**src/rtl/arb_pkg.sv**
```systemverilog
// Shared definitions for the round-robin one-hot arbiter.
// Holds default parameter values and the pointer-width helper.
package arb_pkg;

  localparam int NumInDefault  = 4;
  localparam bit LockInDefault = 1'b1;

  // Pointer width for n requesters; never narrower than one bit.
  function automatic int idx_width(input int n);
    return (n > 1) ? $clog2(n) : 1;
  endfunction

endpackage

```
**src/rtl/onehot_lsb_select.sv**
```systemverilog
// Isolates the lowest set bit of a vector (in & -in).
// Produces all-zero when the input is all-zero.
module onehot_lsb_select #(
  parameter int Width = 4
) (
  input  logic [Width-1:0] in_i,
  output logic [Width-1:0] out_o
);

  assign out_o = in_i & (-in_i);

endmodule

```
**src/rtl/rr_onehot_arbiter.sv**
```systemverilog
// Round-robin arbiter with one-hot grant and optional decision lock.
// Arbitration is combinational from the registered fairness pointer and lock.
module rr_onehot_arbiter
  import arb_pkg::*;
#(
  parameter int NumIn    = NumInDefault,
  parameter bit LockIn   = LockInDefault,
  parameter int IdxWidth = idx_width(NumIn)
) (
  input  logic             clk_i,
  input  logic             rst_i,
  input  logic [NumIn-1:0] req_i,
  output logic [NumIn-1:0] gnt_o,
  output logic             valid_o,
  input  logic             ready_i,
  output logic [NumIn-1:0] gnt_oh_o
);

  // valid_o/ready_i: a transfer happens in every cycle where both are high.
  // valid_o and gnt_oh_o never depend on ready_i; with LockIn a stalled
  // winner keeps being presented until it is taken or drops its request.

  logic [IdxWidth-1:0] rr_q;
  logic                lock_q;
  logic [NumIn-1:0]    lock_oh_q;

  logic [NumIn-1:0]    mask;
  logic [NumIn-1:0]    masked;
  logic [NumIn-1:0]    masked_lsb;
  logic [NumIn-1:0]    req_lsb;
  logic [NumIn-1:0]    arb_oh;
  logic [IdxWidth-1:0] win_idx;
  logic [IdxWidth-1:0] rr_next;

  always_comb begin
    mask = '0;
    for (int i = 0; i < NumIn; i++) begin
      mask[i] = (i >= int'(rr_q));
    end
  end

  assign masked = req_i & mask;

  onehot_lsb_select #(.Width(NumIn)) u_sel_masked (
    .in_i  (masked),
    .out_o (masked_lsb)
  );

  onehot_lsb_select #(.Width(NumIn)) u_sel_req (
    .in_i  (req_i),
    .out_o (req_lsb)
  );

  // Wrap to the unmasked search when nothing at or above the pointer requests.
  assign arb_oh   = (masked != '0) ? masked_lsb : req_lsb;
  assign gnt_oh_o = lock_q ? (req_i & lock_oh_q) : arb_oh;
  assign valid_o  = lock_q ? |(req_i & lock_oh_q) : |req_i;
  assign gnt_o    = gnt_oh_o & {NumIn{ready_i}};

  always_comb begin
    win_idx = '0;
    for (int i = 0; i < NumIn; i++) begin
      if (gnt_oh_o[i]) win_idx = IdxWidth'(i);
    end
  end

  assign rr_next = (win_idx == IdxWidth'(NumIn - 1)) ? '0 : win_idx + IdxWidth'(1);

  always_ff @(posedge clk_i) begin
    if (rst_i) begin
      rr_q      <= '0;
      lock_q    <= 1'b0;
      lock_oh_q <= '0;
    end else if (valid_o && ready_i) begin
      rr_q   <= rr_next;
      lock_q <= 1'b0;
    end else if (valid_o) begin
      if (LockIn) begin
        lock_q    <= 1'b1;
        lock_oh_q <= gnt_oh_o;
      end
    end else begin
      lock_q <= 1'b0;
    end
  end

  a_lock_held: assert property (@(posedge clk_i) disable iff (rst_i)
    lock_q |-> |(req_i & lock_oh_q))
    else $error("locked requester dropped its request before grant");

  a_onehot: assert property (@(posedge clk_i) disable iff (rst_i)
    $onehot0(gnt_oh_o))
    else $error("gnt_oh_o is not one-hot or zero");

  a_subset: assert property (@(posedge clk_i) disable iff (rst_i)
    !lock_q |-> ((gnt_oh_o & ~req_i) == '0))
    else $error("gnt_oh_o grants a non-requester");

endmodule

```
**config.mk**
```make
export PLATFORM = sky130hd
export DESIGN_NAME = rr_onehot_arbiter
export DESIGN_NICKNAME = d
export VERILOG_FILES = /design/src/rtl/arb_pkg.sv /design/src/rtl/onehot_lsb_select.sv /design/src/rtl/rr_onehot_arbiter.sv
export SDC_FILE = /design/constraint.sdc
export NUM_CORES = 1
export LEC_CHECK = 0
export ABC_AREA = 1
export CORE_AREA = 2 2 39 41
export DETAILED_ROUTE_END_ITERATION = 6
export DIE_AREA = 0 0 41 43
export GPL_TIMING_DRIVEN = 0
export PLACE_DENSITY = 0.77
export SLEW_MARGIN = 20
export SYNTH_ARGS = -nofsm -noshare
export SYNTH_HDL_FRONTEND = slang
export SYNTH_HIERARCHICAL = 1
export SYNTH_SLANG_ARGS = --single-unit
```
**constraint.sdc**
```tcl
create_clock -name clk_i -period 2.33 [get_ports clk_i]
set_input_delay 0.233 -clock clk_i [delete_from_list [all_inputs] [get_ports clk_i]]
set_output_delay 0.233 -clock clk_i [all_outputs]
set_load 0.05 [all_outputs]
```
==> Flow_metrics.wiki, run 1 <==
{| class="wikitable"
! Metric !! Value
|-
| Run status || complete, no violations
|-
| Normalized max-slew margin || 66.8%
|-
| Most frequent cell after synthesis || sky130_fd_sc_hd__nand2_1
|-
| Number of nets in the layout || 127
|-
| Post-layout min period || 2.17 ns
|-
| Mean routed wirelength per cell || 10.7 µm
|-
| Post-route clock skew || 0.00429 ns
|-
| CP Data Arrival Time || 1.93 ns
|-
| Share of cells above drive strength 1 || 31.9%
|-
| Number of global-route vias before repair || 645
|-
| Leading register cell type out of synthesis || sky130_fd_sc_hd__dfxtp_1
|-
| Pwr per Cell Area || 602 mW/mm²
|-
| Post-detailed-routing wire length || 1450 µm
|-
| CTS buffer count || 3
|-
| Avg Inst Size Synth || 6.24 µm²
|-
| Combined area of all synthesized cells || 624 µm²
|-
| Final design utilization || 57.0%
|-
| Top achievable clock speed || 461 MHz
|-
| Post-synth top area cell || sky130_fd_sc_hd__dfxtp_1
|-
| TritonCTS clock tree || yes
|-
| Slew @ Worst Pin || 0.497 ns
|-
| Antenna violation net count after detailed routing || 0
|-
| Violation count after the first detailed-route iteration || 13
|-
| Critical path required time || 2.10 ns
|-
| Total via count after detailed routing || 664
|-
| Global-route wire length before repair || 2570 µm
|-
| Starting Density || 45.1%
|-
| Buffers added on ports || 15
|-
| Die outline width || 41 µm
|-
| Maximum number of pins on one net before global-route repair || 9
|-
| Last weighted congestion value of the routability-driven placer || 0.736
|-
| Total of warnings raised by yosys || 6
|-
| Async SR Flop Fraction || 0%
|-
| Resized cells post-CTS || 11
|-
| Worst min path class || register to register
|-
| Die boundary height || 43 µm
|-
| Unrepaired setup endpoints after global routing || false
|-
| Worst slack after detailed placement || -0.285 ns
|-
| I/O pin count || 16
|-
| Critical setup path kind || input pin to primary output
|-
| Part of the Yosys area used for sequential elements || 22.4%
|-
| CP endpoint kind || primary output
|-
| Net count of the mapped netlist || 107
|-
| Total number of placement rows || 14
|-
| DRC violations left || 0
|-
| Maximum ir drop on the vdd rail || 355 µV
|-
| Signed area change from the synthesized netlist to the final layout || 26.3%
|-
| Synthesis-stage register bit count || 7
|-
| Number of enable-type register cells in the synthesized netlist || 0
|-
| Register clock-pin slew on the reported worst setup and hold paths || 0.05 ns
|-
| Setup slack of the critical path after layout || 0.162 ns
|-
| Minimum hold slack || 0.509 ns
|-
| Register-to-Register Setup Slack || 0.85 ns
|-
| Clk root buf || sky130_fd_sc_hd__clkbuf_4
|-
| Top-area cell type share of the netlist area || 22.4%
|-
| Antenna diode instance count || 0
|-
| Clk sinks || 7
|-
| H-tree levels || 1
|-
| Count of endpoints failing hold in the final timing report || 0
|-
| Placeable Area || 0.00138 mm²
|-
| Number of buffers inserted to repair setup after CTS || 0
|-
| Number of maximum-capacitance constraint violations || 0
|-
| Final slew viol count || 0
|-
| Detail Placement HPWL || 1160 µm
|-
| Commonest cells in the synthesized netlist || 20 x sky130_fd_sc_hd__nand2_1, 14 x sky130_fd_sc_hd__inv_1, 13 x sky130_fd_sc_hd__nor2_1
|-
| Leakage || 0.414 nW
|-
| Final total negative setup slack || 0 ns
|-
| Vias per cell || 4.92
|-
| Critical Path Start Type || input pin
|-
| Cell types occupying the most area after synthesis || sky130_fd_sc_hd__dfxtp_1 22%, sky130_fd_sc_hd__nand2_1 12%, sky130_fd_sc_hd__inv_1 8.4%
|-
| Number of distinct library cell variants in the gate-level netlist after synthesis || 21
|-
| Total global routing track utilization || 20.9%
|-
| Total power consumption of the routed design || 474 µW
|-
| Clock Latency Late Sink || 0.25 ns
|-
| Number of search-and-repair iterations in the first detailed-routing pass || 4
|-
| Hold buffer count at CTS || 0
|-
| Initial antenna violation count || 0
|-
| Ratio of final minimum period to clock period || 93.0%
|-
| Die Footprint || 0.00176 mm²
|-
| GRT Residual Overflow || 0
|-
| Final setup violation count || 0
|-
| Critical path peak fanout || 5
|-
| Gate Count Post-Synth || 100
|-
| Maximum buffer depth of the clock tree || 2
|}
==> final cells by class <==
| type | count | area [µm²] |
|---|---|---|
| timing repair buffer | 15 | 118 |
| tap | 16 | 20.0 |
| multi-input combinational | 69 | 387 |
| fill | 141 | 596 |
| sequential | 7 | 140 |
| buffer | 2 | 15.0 |
| clock buffer | 4 | 26.3 |
| inverter | 22 | 82.6 |
==> placed cells by master, fill, tap and decap left out, types with 2 or more instances in the layout <==
cell type	synthesis	routed
sky130_fd_sc_hd__a21oi_1	4	4
sky130_fd_sc_hd__buf_4	2	2
sky130_fd_sc_hd__clkbuf_2	0	6
sky130_fd_sc_hd__clkbuf_4	0	3
sky130_fd_sc_hd__clkdlybuf4s50_1	0	6
sky130_fd_sc_hd__dfxtp_1	7	7
sky130_fd_sc_hd__inv_1	14	14
sky130_fd_sc_hd__inv_2	8	8
sky130_fd_sc_hd__nand2_1	20	20
sky130_fd_sc_hd__nand2_2	8	8
sky130_fd_sc_hd__nand2_4	2	2
sky130_fd_sc_hd__nand3_1	3	3
sky130_fd_sc_hd__nand3_2	4	4
sky130_fd_sc_hd__nand4_1	5	5
sky130_fd_sc_hd__nor2_1	13	13
sky130_fd_sc_hd__o211ai_1	2	2
==> cell families (layout without fill, tap and decap cells) <==
kind of cell    count (synthesis)  in the layout  synth area share (%)
compound gates                 11             11                  13.0
buf+inv                        24             43                  15.6
simple gates                   58             58                  48.9
flops                           7              7                  22.4
==> flip-flops by register name, summed over array words and instances (netlist names) <==
register	cells
rr_q	2
lock_oh_q	4
lock_q	1
==> worst max-delay path: stages <==
cell and delay (ns):
sky130_fd_sc_hd__clkdlybuf4s50_1 0.62, sky130_fd_sc_hd__inv_1 0.07, sky130_fd_sc_hd__nor2_1 0.11, sky130_fd_sc_hd__inv_2 0.05
sky130_fd_sc_hd__nor2_1 0.11, sky130_fd_sc_hd__nand2_2 0.07, sky130_fd_sc_hd__nand3_2 0.07, sky130_fd_sc_hd__nand2_4 0.06
sky130_fd_sc_hd__inv_2 0.06, sky130_fd_sc_hd__clkdlybuf4s15_1 0.48
==> path summary, 6_finish.rpt <==
check / cells past startpoint / endpoint / from
max: 10 / gnt_oh_o[1] / req_i[1]
min: 2 / rr_q[0] / rr_q[0]
max reg2reg: 13 / rr_q[1] / rr_q[1]
min reg2reg: 2 / rr_q[0] / rr_q[0]
==> metrics by stage <==
step                std cells  instance area (µm²)
floorplan                 100                  624
CTS                       135                  815
global route              135                  788
finish                    135                  788
global placement          131                  795
detailed placement        131                  795
==> power breakdown <==
part	leakage [nW]	internal [mW]	total [mW]	switching (mW)
sequential	0.0579	0.132	0.142	0.00943
combinational	0.341	0.0681	0.225	0.157
clock	0.0150	0.0652	0.108	0.0426
==> per-layer routing <==
layer,vias to the layer above,track usage (%),wire length [µm]
met1,302,25.6,659
met4,0,11.3,8
met3,2,3.66,49
li1,348,-,-
met2,12,32.8,729
met5,-,0,0
(Power assumes the default switching activity.)
==> run 2: changes to the inputs <==
Settings changed: SETUP_SLACK_MARGIN from default to 0.02.
==> Flow_metrics.wiki, run 2 (synthesis results as in run 1) <==
{| class="wikitable"
! Metric !! Value
|-
| Fill cell total of the finished layout || 141
|-
| Signed area change from the synthesized netlist to the final layout || 26.3%
|-
| Worst min path class || register to register
|-
| Series of cell instances along the critical path || clkdlybuf4s50_1 > inv_1 > nor2_1 > inv_2 > nor2_1 > nand2_2 > nand3_2 > nand2_4 > inv_2 > clkdlybuf4s15_1
|-
| I/O pin count || 16
|-
| Clk sinks || 7
|-
| CTS buffer count || 3
|-
| Number of buffers inserted to repair setup after CTS || 0
|-
| Total global routing track utilization || 20.9%
|-
| Last weighted congestion value of the routability-driven placer || 0.736
|-
| Die outline width || 41 µm
|-
| TritonCTS clock tree || yes
|-
| Normalized max-slew margin || 66.8%
|-
| Post-detailed-routing wire length || 1450 µm
|-
| Ratio of final minimum period to clock period || 93.0%
|-
| Leakage || 0.414 nW
|-
| Vias per cell || 4.92
|-
| Final setup violation count || 0
|-
| Clock power share || 22.7%
|-
| Clk root buf || sky130_fd_sc_hd__clkbuf_4
|-
| Starting Density || 45.1%
|-
| Number of global-route vias before repair || 645
|-
| Maximum ir drop on the vdd rail || 355 µV
|-
| Share of power burned in registers || 29.8%
|-
| Buffers added on ports || 15
|-
| Violation count after the first detailed-route iteration || 13
|-
| Count of endpoints failing hold in the final timing report || 0
|-
| Die boundary height || 43 µm
|-
| Critical path required time || 2.10 ns
|-
| Sw power || 209 µW
|-
| Int Pwr || 266 µW
|-
| Maximum number of pins on one net before global-route repair || 9
|-
| Number of search-and-repair iterations in the first detailed-routing pass || 4
|-
| CP Data Arrival Time || 1.93 ns
|-
| Logic pwr share || 47.4%
|-
| Top reg by flops || lock_oh_q
|-
| Detail Placement HPWL || 1160 µm
|-
| Post-route clock skew || 0.00429 ns
|-
| Number of flip-flops under the largest register name || 4
|-
| Initial antenna violation count || 0
|-
| CP endpoint kind || primary output
|-
| H-tree levels || 1
|-
| Slowest cell on the critical path || sky130_fd_sc_hd__clkdlybuf4s50_1
|-
| Hold buffer count at CTS || 0
|-
| Sw Share || 44.0%
|-
| Share of cells above drive strength 1 || 31.9%
|-
| Largest incremental delay on the critical path || 0.62 ns
|-
| Top Registers || lock_oh_q: 4 flops, rr_q: 2 flops, lock_q: 1 flops
|-
| Commonest cells after routing, fill and taps aside || 20 x sky130_fd_sc_hd__nand2_1, 14 x sky130_fd_sc_hd__inv_1, 13 x sky130_fd_sc_hd__nor2_1
|-
| Pwr per Cell Area || 602 mW/mm²
|-
| Total number of placement rows || 14
|-
| Global-route wire length before repair || 2570 µm
|-
| Placeable Area || 0.00138 mm²
|-
| Register clock-pin slew on the reported worst setup and hold paths || 0.05 ns
|-
| Commonest non-fill, non-tap cell in the layout || sky130_fd_sc_hd__nand2_1
|-
| Slew @ Worst Pin || 0.497 ns
|-
| GRT Residual Overflow || 0
|-
| Total via count after detailed routing || 664
|-
| Clock Latency Late Sink || 0.25 ns
|-
| Post-layout min period || 2.17 ns
|-
| Number of nets in the layout || 127
|-
| Top achievable clock speed || 461 MHz
|-
| Critical path peak fanout || 5
|-
| Final total negative setup slack || 0 ns
|-
| Final slew viol count || 0
|-
| DRC violations left || 0
|-
| Critical setup path kind || input pin to primary output
|-
| Mean routed wirelength per cell || 10.7 µm
|-
| Die Footprint || 0.00176 mm²
|-
| Critical Path Start Type || input pin
|-
| Maximum buffer depth of the clock tree || 2
|-
| Antenna violation net count after detailed routing || 0
|-
| Run status || complete, no violations
|-
| Antenna diode instance count || 0
|-
| Unrepaired setup endpoints after global routing || false
|-
| Minimum hold slack || 0.509 ns
|-
| Number of maximum-capacitance constraint violations || 0
|}
-- run 2: critical path, delay by kind of cell --
kind                   cells  cell delay [ns]
buffers and inverters      5             1.28
AND/OR/NAND/NOR            5             0.42
-- run 2: per-stage QoR --
step                      worst slack, ns  instances  utilization, %  instance area (µm²)  power (mW)
final                               0.162        135            57.0                  788       0.474
after global routing               0.0310        135            57.0                  788       0.508
after CTS                          0.0228        135            59.1                  818       0.487
after detailed placement           -0.285        131            57.4                  795       0.383
after global placement             -0.275        131            57.4                  795       0.379
after floorplan                     0.361        100               -                  624       0.313
-- run 2: path summary, 6_finish.rpt --
check / start / end / slack (ns) / cells past startpoint
min: rr_q[0] / rr_q[0] / 0.51 / 2
min reg2reg: rr_q[0] / rr_q[0] / 0.51 / 2
max: req_i[1] / gnt_oh_o[1] / 0.16 / 10
max reg2reg: rr_q[1] / rr_q[1] / 0.85 / 13
-- run 2: area by class of cell --
class / instances / area (µm²) / share of cell area [%]
Timing Repair Buffer: 15 / 118 / 14.9
Inverter: 22 / 82.6 / 10.5
Clock buffer: 4 / 26.3 / 3.33
Tap cell: 16 / 20.0 / 2.54
Multi-Input combinational cell: 69 / 387 / 49.0
Sequential cell: 7 / 140 / 17.8
Buffer: 2 / 15.0 / 1.90
-- run 2: repair_timing --
item                                    4_1_cts  5_1_grt
endpoints found under the setup margin        8        9
pin swaps                                     0        0
resized for setup                            14       14
endpoints found under the hold margin         0        0
-- run 2: layer usage --
| metal | vias to the layer above | routed length [µm] | global-route usage [%] |
|---|---|---|---|
| li1 | 348 | - | - |
| met1 | 302 | 659 | 25.6 |
| met2 | 12 | 729 | 32.8 |
| met3 | 2 | 49 | 3.66 |
| met4 | 0 | 8 | 11.3 |
| met5 | - | 0 | 0 |
-- run 2: power by group through the flow --
| stage | Combinational (mW) | Sequential (mW) | Clock, mW |
|---|---|---|---|
| floorplan | 0.171 | 0.141 | 0 |
| global route | 0.246 | 0.142 | 0.120 |
| global placement | 0.236 | 0.143 | 0 |
| detailed placement | 0.239 | 0.144 | 0 |
| finish | 0.225 | 0.142 | 0.108 |
| CTS | 0.231 | 0.141 | 0.114 |
